`src/rtl/root_result_streamer.sv`:
```
// root_result_streamer
//
// Snapshots the decoder's roots vector when a decode completes (result_valid
// rises) or the decoder deadlocks (deadlock rises). It then streams the
// snapshot as one frame of 32-bit words over a valid/ready interface:
//   word 0            : test ID (zero-extended)
//   words 1..PU_COUNT : {8'b0, z, x, y} for PU 0..PU_COUNT-1, each field 8 bits
//   last word         : {dl_flag, cycle_counter[30:0]}
// The word layout matches the golden output-file format, so a host can compare
// frames line by line.
//
// Ports
//   clk           single clock
//   reset         asynchronous, active-low
//   result_valid  decoder result valid level
//   deadlock      decoder deadlock level
//   roots         root of each PU, PU n at [n*ADDRESS_WIDTH +: ADDRESS_WIDTH]
//   cycle_counter decoder cycle count for the current round
//   out_data      stream word
//   out_valid     out_data valid
//   out_ready     sink accepts the word when out_valid & out_ready
//   busy          a frame is in progress
//   overrun       sticky: a trigger arrived while busy and was dropped
//   drop_count    number of dropped triggers, saturating at 0xFFFF
module root_result_streamer #(
  parameter int unsigned CODE_DISTANCE_X = 5,
  parameter int unsigned CODE_DISTANCE_Z = 4,
  localparam int unsigned MEASUREMENT_ROUNDS =
    (CODE_DISTANCE_X > CODE_DISTANCE_Z) ? CODE_DISTANCE_X : CODE_DISTANCE_Z,
  localparam int unsigned PU_COUNT = CODE_DISTANCE_X * CODE_DISTANCE_Z * MEASUREMENT_ROUNDS,
  localparam int unsigned PER_DIMENSION_WIDTH =
    (MEASUREMENT_ROUNDS > 1) ? $clog2(MEASUREMENT_ROUNDS) : 1,
  localparam int unsigned ADDRESS_WIDTH = 3 * PER_DIMENSION_WIDTH
) (
  input  logic                                clk,
  input  logic                                reset,
  input  logic                                result_valid,
  input  logic                                deadlock,
  input  logic [ADDRESS_WIDTH*PU_COUNT-1:0]   roots,
  input  logic [31:0]                         cycle_counter,
  output logic [31:0]                         out_data,
  output logic                                out_valid,
  input  logic                                out_ready,
  output logic                                busy,
  output logic                                overrun,
  output logic [15:0]                         drop_count
);

  localparam int unsigned IdxWidth = (PU_COUNT > 1) ? $clog2(PU_COUNT) : 1;
  localparam int unsigned Pdw      = PER_DIMENSION_WIDTH;

  // Each coordinate is emitted in an 8-bit field, so wider coordinates cannot
  // be represented in the output format.
  if (PER_DIMENSION_WIDTH > 8) begin : g_width_check
    $error("PER_DIMENSION_WIDTH must be <= 8");
  end

  typedef enum logic [1:0] {
    StIdle,
    StHeader,
    StRoots,
    StTrailer
  } state_e;

  state_e                              state_q, state_d;
  logic [IdxWidth-1:0]                 idx_q, idx_d;
  logic [31:0]                         test_id_q, test_id_d;
  logic [ADDRESS_WIDTH*PU_COUNT-1:0]   snap_roots_q, snap_roots_d;
  logic [30:0]                         snap_cc_q, snap_cc_d;
  logic                                snap_dl_q, snap_dl_d;
  logic                                rv_q, dl_q;
  logic                                overrun_q, overrun_d;
  logic [15:0]                         drop_q, drop_d;

  logic trigger;
  logic handshake;
  logic capture;
  logic drop;

  // Bit 31 of the cycle counter is replaced by the deadlock flag in the trailer.
  logic unused_cc_msb;
  assign unused_cc_msb = cycle_counter[31];

  assign trigger   = (result_valid & ~rv_q) | (deadlock & ~dl_q);
  assign out_valid = (state_q != StIdle);
  assign busy      = out_valid;
  assign handshake = out_valid & out_ready;
  assign overrun   = overrun_q;
  assign drop_count = drop_q;

  // Next-state logic.
  always_comb begin
    state_d      = state_q;
    idx_d        = idx_q;
    test_id_d    = test_id_q;
    snap_roots_d = snap_roots_q;
    snap_cc_d    = snap_cc_q;
    snap_dl_d    = snap_dl_q;
    overrun_d    = overrun_q;
    drop_d       = drop_q;
    capture      = 1'b0;
    drop         = 1'b0;

    unique case (state_q)
      StIdle: begin
        if (trigger) begin
          capture = 1'b1;
        end
      end
      StHeader: begin
        if (handshake) begin
          state_d = StRoots;
          idx_d   = '0;
        end
      end
      StRoots: begin
        if (handshake) begin
          if (idx_q == IdxWidth'(PU_COUNT - 1)) begin
            state_d = StTrailer;
          end else begin
            idx_d = idx_q + 1'b1;
          end
        end
      end
      StTrailer: begin
        if (handshake) begin
          test_id_d = test_id_q + 32'd1;
          state_d   = StIdle;
          // The frame is finished on this edge, so a coincident trigger starts
          // the next frame immediately instead of being dropped.
          if (trigger) begin
            capture = 1'b1;
          end else if (1'b0) begin
          end
        end else if (trigger) begin
          drop = 1'b1;
        end
      end
      default: begin
        state_d = StIdle;
      end
    endcase

    if ((state_q == StHeader || state_q == StRoots) && trigger) begin
      drop = 1'b1;
    end

    if (capture) begin
      state_d      = StHeader;
      snap_roots_d = roots;
      snap_cc_d    = cycle_counter[30:0];
      snap_dl_d    = deadlock;
    end

    if (drop) begin
      overrun_d = 1'b1;
      if (drop_q != 16'hFFFF) begin
        drop_d = drop_q + 16'd1;
      end
    end
  end

  // Output word selection.
  logic [ADDRESS_WIDTH-1:0] root_sel;
  logic [7:0]               z8, x8, y8;

  always_comb begin
    root_sel = snap_roots_q[32'(idx_q) * ADDRESS_WIDTH +: ADDRESS_WIDTH];
    z8 = '0;
    x8 = '0;
    y8 = '0;
    // Root address is {k, i, j}; k maps to z, i to x, j to y.
    z8[Pdw-1:0] = root_sel[ADDRESS_WIDTH-1 -: Pdw];
    x8[Pdw-1:0] = root_sel[2*Pdw-1 -: Pdw];
    y8[Pdw-1:0] = root_sel[Pdw-1:0];

    out_data = '0;
    unique case (state_q)
      StIdle:    out_data = '0;
      StHeader:  out_data = test_id_q;
      StRoots:   out_data = {8'h00, z8, x8, y8};
      StTrailer: out_data = {snap_dl_q, snap_cc_q};
      default:   out_data = '0;
    endcase
  end

  always_ff @(posedge clk or negedge reset) begin
    if (!reset) begin
      state_q      <= StIdle;
      idx_q        <= '0;
      test_id_q    <= '0;
      snap_roots_q <= '0;
      snap_cc_q    <= '0;
      snap_dl_q    <= 1'b0;
      rv_q         <= 1'b0;
      dl_q         <= 1'b0;
      overrun_q    <= 1'b0;
      drop_q       <= '0;
    end else begin
      state_q      <= state_d;
      idx_q        <= idx_d;
      test_id_q    <= test_id_d;
      snap_roots_q <= snap_roots_d;
      snap_cc_q    <= snap_cc_d;
      snap_dl_q    <= snap_dl_d;
      rv_q         <= result_valid;
      dl_q         <= deadlock;
      overrun_q    <= overrun_d;
      drop_q       <= drop_d;
    end
  end

endmodule

```
`config.mk`:
```
export PLATFORM = sky130hd
export DESIGN_NAME = root_result_streamer
export DESIGN_NICKNAME = d
export VERILOG_FILES = /design/src/rtl/root_result_streamer.sv
export SDC_FILE = /design/constraint.sdc
export NUM_CORES = 2
export LEC_CHECK = 0
export BUFFER_PORTS_ARGS = -buffer_cell sky130_fd_sc_hd__buf_2
export CAP_MARGIN = 20
export CORE_AREA = 5 5 380 382
export CTS_CLUSTER_SIZE = 8
export DETAILED_ROUTE_END_ITERATION = 16
export DIE_AREA = 0 0 385 387
export PLACE_DENSITY = 0.57
export SYNTH_ARGS = -nofsm -noshare
export SYNTH_HDL_FRONTEND = slang
export SYNTH_SLANG_ARGS = --single-unit
```
`constraint.sdc`:
```
create_clock -name clk -period 3.1 [get_ports clk]
set_input_delay 0.155 -clock clk [delete_from_list [all_inputs] [get_ports clk]]
set_output_delay 0.155 -clock clk [all_outputs]
set_load 0.05 [all_outputs]
```
Word level (Yosys, flattened, before mapping)

Index checks and enable logic that the tools add are counted.

Bitwise gates (word level): 6
Equal/unequal tests: 12
Shift operators: 1
Multiplexer cells: 17
Reduce and logical (&&, ||, !) cells: 10
Multipliers: 1
$add $sub $neg: 3

Operators by type and width:

| cell                  | count |
|---|---|
| $shiftx 900x12->9     | 1 |
| $pmux 32 s4           | 1 |
| $add 32x1->32 const B | 1 |
| $mux 7                | 3 |
| $add 16x1->16 const B | 1 |
| $ne 16x16->1 const B  | 1 |
| $pmux 7 s2            | 1 |
| $ne 3x3->1 const B    | 4 |
| $mul 7x4->11 const B  | 1 |
| $mux 2                | 5 |
| $add 7x1->7 const B   | 1 |
| $eq 7x7->1 const B    | 1 |
| $ne 2x2->1 const B    | 3 |
| $pmux 2 s3            | 1 |
| $mux 1                | 5 |
| $reduce_and 5->1      | 1 |
| $eq 2x2->1 const B    | 2 |
| $reduce_and 2->1      | 2 |
| $reduce_and 4->1      | 1 |
| $reduce_bool 2->1     | 2 |
| $reduce_bool 4->1     | 1 |
| $and 1x1->1           | 3 |
| $eq 2x1->1 const B    | 1 |
| $logic_not 2->1       | 1 |
| 5 further kinds       | 6 |

Word-level logic and storage cells: 60
Output and inout bits: 51
Bits in registers: 992
Bits of input ports: 937

Logic depth before layout (Yosys ltp)

Depth in word-level cells: 8
Gate-level depth with buffers: 12
Mapped depth without buffers: 8

Worst setup path after synthesis

No wires, ideal clock.

Path kind: register to output
From: register idx_q[0]
To: output out_data[17]
Slack: -1,182 ps
Data required time: 2,945 ps
Buffers on the path: 4
Cell stages (with the launch flop): 11
Arrival: 4,127 ps
Path through: dfrtp_1 > buf_6 > buf_6 > buf_6 > buf_4 > nand3b_1 > o22ai_1 > a211oi_1 > nand2_1 > a21oi_1 > a2111oi_0

Cells in the longest elaborated chain, start to end: 3

Ends and longest elaborated chain:

| what                   | RTL line | text |
|---|---|---|
| from (decl)            | 66       | `logic [IdxWidth-1:0] idx_q, idx_d;` |
| from (signal assigned) | 201      | `idx_q <= idx_d;` |
| $mul 7x4->11           | 168      | `root_sel = snap_roots_q[32'(idx_q) * ADDRESS_WIDTH +: ADDRESS_WIDTH];` |
| $shiftx 900x12->9      | 168      |  |
| $pmux 32 s4            | 178      | `unique case (state_q)` |
| to (decl)              | 41       | `output logic [31:0] out_data,` |

Every way passes these cells.

Worst setup path in the final report

From: register idx_q[0]
To: output out_data[9]

Same word-level chain as after synthesis.

==> metrics.cfg <==
[status]
outcome=finished with violations
violations=negative setup slack

[grt]
antenna_found_initial=39
grt_use_total_pct=26.9
grt_pass1_vias=46800
grt_overflow=0
grt_pass1_wl_um=298000
grt_max_degree=189

[yosys]
synth-async-reset-ratio_pct=100
avgSynthCellArea_um2=9.26
netlist.area_leader.share_pct=54.8
synth_area_leaders=dfrtp_1 (55%), nand2_1 (24%), mux4_2 (9.0%)
synth_cells=4894
synth_cell_types=62
synth.most_common_cell=nand2_1
yosysWarnings=0
synth_edf_count=0
synthesis.area_um2=45300
synth_flop_cell=dfrtp_1
synth-seq-area-share_pct=54.8
yosysTopAreaCell=dfrtp_1
syn-num-nets=5839
synthTopCellsByCount=nand2_1 (2,877), dfrtp_1 (992), clkbuf_1 (241)
ys_seq_elements=992

[cts]
cts_buffers=144
cts.sinks=992
clock_latency_ns=0.75
cts_tree=yes
clk_pin_slew_ns=0.06
cts-root-buf=clkbuf_16
htreeDepth=4
ctsLongestPathBuffers=3

[detailed_routing]
wl_um=204000
antenna_left=0
post-route-drc-count=0
via_count=44200
viasPerCell=5.01
routedWlPerCell_um=23.1
drt-pass1-iter-count=6
drtIter0Drc=3712

[sta]
hold_viol=0
maxSlewHeadroom_pct=13.7
rsz0062_at_grt=yes
setup-tns-final_ns=-5.93
worstMarginPinSlew_ns=1.30
worst_slack_ns=-0.728
period_needed_ns=3.83
period_share_pct=123
hold_slack_ns=0.0392
slew_violations=0
fmax_mhz=261
setup_viol=9
fin_worst_skew_ns=0.0190

[worst_setup_path]
setup.worst_path.start=idx_q[0]$_DFFE_PN0P_
crit_chain=buf_12 -> buf_4 -> mux4_2 -> a22oi_1 -> and3_4 -> o32a_1 -> buf_12 -> a311oi_4 -> buf_12
path_max_fanout=14
cpLargestDelayFamily=compound AO/OA/AOI/OAI gates
worstPathRequired_ns=2.94
critPathCaptureType=output port
r2r-start=state_q[0]$_DFFE_PN0P_
crit_buf_inv=4
startpoint_type=register
crit_path_top_delay_cell=a311oi_4
crit_type=register to output port
slowest_delay_ns=0.58
crit_top_cell=buf_12
critPathArrivalTime_ns=3.67

[layout]
area_growth_syn_to_layout_pct=49.3
layout-drive-gt1-share_pct=24.0
final_nets=7826

[floorplan]
core_area_um2=141000
die_h_um=387
die-area_um2=149000
num_rows=138
dieWidth_um=385
start_util_pct=32.2
ios=988

[placed_design]
dpl.hpwl_um=144000
place_congestion=0.900
port-buffer-count=986

[power_and_ir_drop]
cellLeakagePower_nw=34.0
powerDensity_nw_per_um2=936
vdd_drop_max_mv=0.499

[flow_run]
cap_violations=0

[hold_path]
holdCritPathClass=input pin to asynchronous set/reset pin

## layer usage
layer  global-route usage (%)  wire (um)
met1                     34.0      81400
met2                     42.4      93600
met3                     5.12      14100
met4                     16.8      14700
met5                        0        101
## logic make-up (layout without fill, tap and decap cells)
logic type / count (synthesis) / after routing / synth area share [%]
XOR/XNOR: 49 / 49 / 0.947
multiplexers: 272 / 272 / 11.5
buffers and inverters: 320 / 2329 / 3.23
AO/OA/AOI/OAI: 214 / 214 / 3.50
adder cells (fa/ha/maj): 8 / 8 / 0.221
AND/OR/NAND/NOR: 3039 / 3039 / 25.8
flip-flops: 992 / 992 / 54.8
other: 0 / 29 / 0
## per-stage QoR
stage	std cells	utilization [%]	total power, mW	setup slack [ns]	instance area (um^2)
2_1_floorplan	4894	-	36.6	0.0821	45300
3_3_place_gp	7661	38.0	46.6	-0.353	53500
3_5_place_dp	7661	38.0	47.0	-0.326	53500
4_1_cts	8779	47.8	63.3	-0.824	67300
5_1_grt	8810	48.0	67.2	-0.829	67600
6_report	8822	48.1	63.3	-0.728	67600
## report_power, final
group	switching (mW)	total (mW)	internal [mW]
logic	15.0	26.3	11.2
registers	3.74	22.7	18.9
clock network	5.67	14.4	8.69
## state kept, by name (all words and copies together), names as in the netlist
register and flops:
snap_roots_q 900, state_q 2, overrun 1, dl_q 1
test_id_q 32, rv_q 1, snap_dl_q 1, drop_count 16
idx_q 7, snap_cc_q 31
## repair_timing
action                                  CTS  global route
resized for setup                        64            31
buffers inserted                         14            13
pin swaps                                 4             6
cloned                                    1             1
setup endpoints to repair                10             9
hold buffers                            935             0
endpoints found under the hold margin  1051             0
## final timing paths
path	end	slack [ns]	cells past startpoint
worst max-delay path	out_data[9]	-0.73	9
worst min-delay path	snap_roots_q[612]$_DFFE_PN0P_	0.04	2
worst max register to register	test_id_q[31]$_DFFE_PN0P_	0.43	10
worst min register to register	snap_roots_q[178]$_DFFE_PN0P_	0.47	2
max in group asynchronous	snap_roots_q[705]$_DFFE_PN0P_	1.87	3
min in group clk	rv_q$_DFF_PN0_	0.10	2
## final cells by class
cell class / instances / area, um^2
fillers: 12600 / 73100
well taps: 1890 / 2360
inverters: 11 / 41.3
diodes: 29 / 72.6
repair buffers: 2150 / 17000
multi-input cells: 3582 / 19400
clock inverters: 8 / 91.3
clock buffers: 160 / 3840
flip-flops and latches: 992 / 24800
## cell usage in the layout, fill, tap and decap left out, types with 5 or more instances in the layout
cell type and count:
nand2_1 2877, dfrtp_1 987, buf_2 976, dlygate4sd3_1 935, mux4_2 184, buf_4 164
clkbuf_16 152, a22oi_1 64, buf_12 56, nor2_1 47, mux2i_1 47, xnor2_1 36
diode_2 29, a21oi_1 28, mux2_2 26, nand3_1 22, a22o_1 17, a221oi_1 16
nand4_1 15, nor3_1 14, xor2_1 13, and3_1 11, o22ai_1 10, mux4_1 9
inv_1 8, o21ai_0 8, buf_16 8, buf_6 8, a211oi_1 7, o221ai_1 7
nor3_2 6, ha_1 6, clkbuf_1 6, a22oi_2 5, a31oi_1 5, nand2b_1 5
Power figures use the tool's default switching activity.
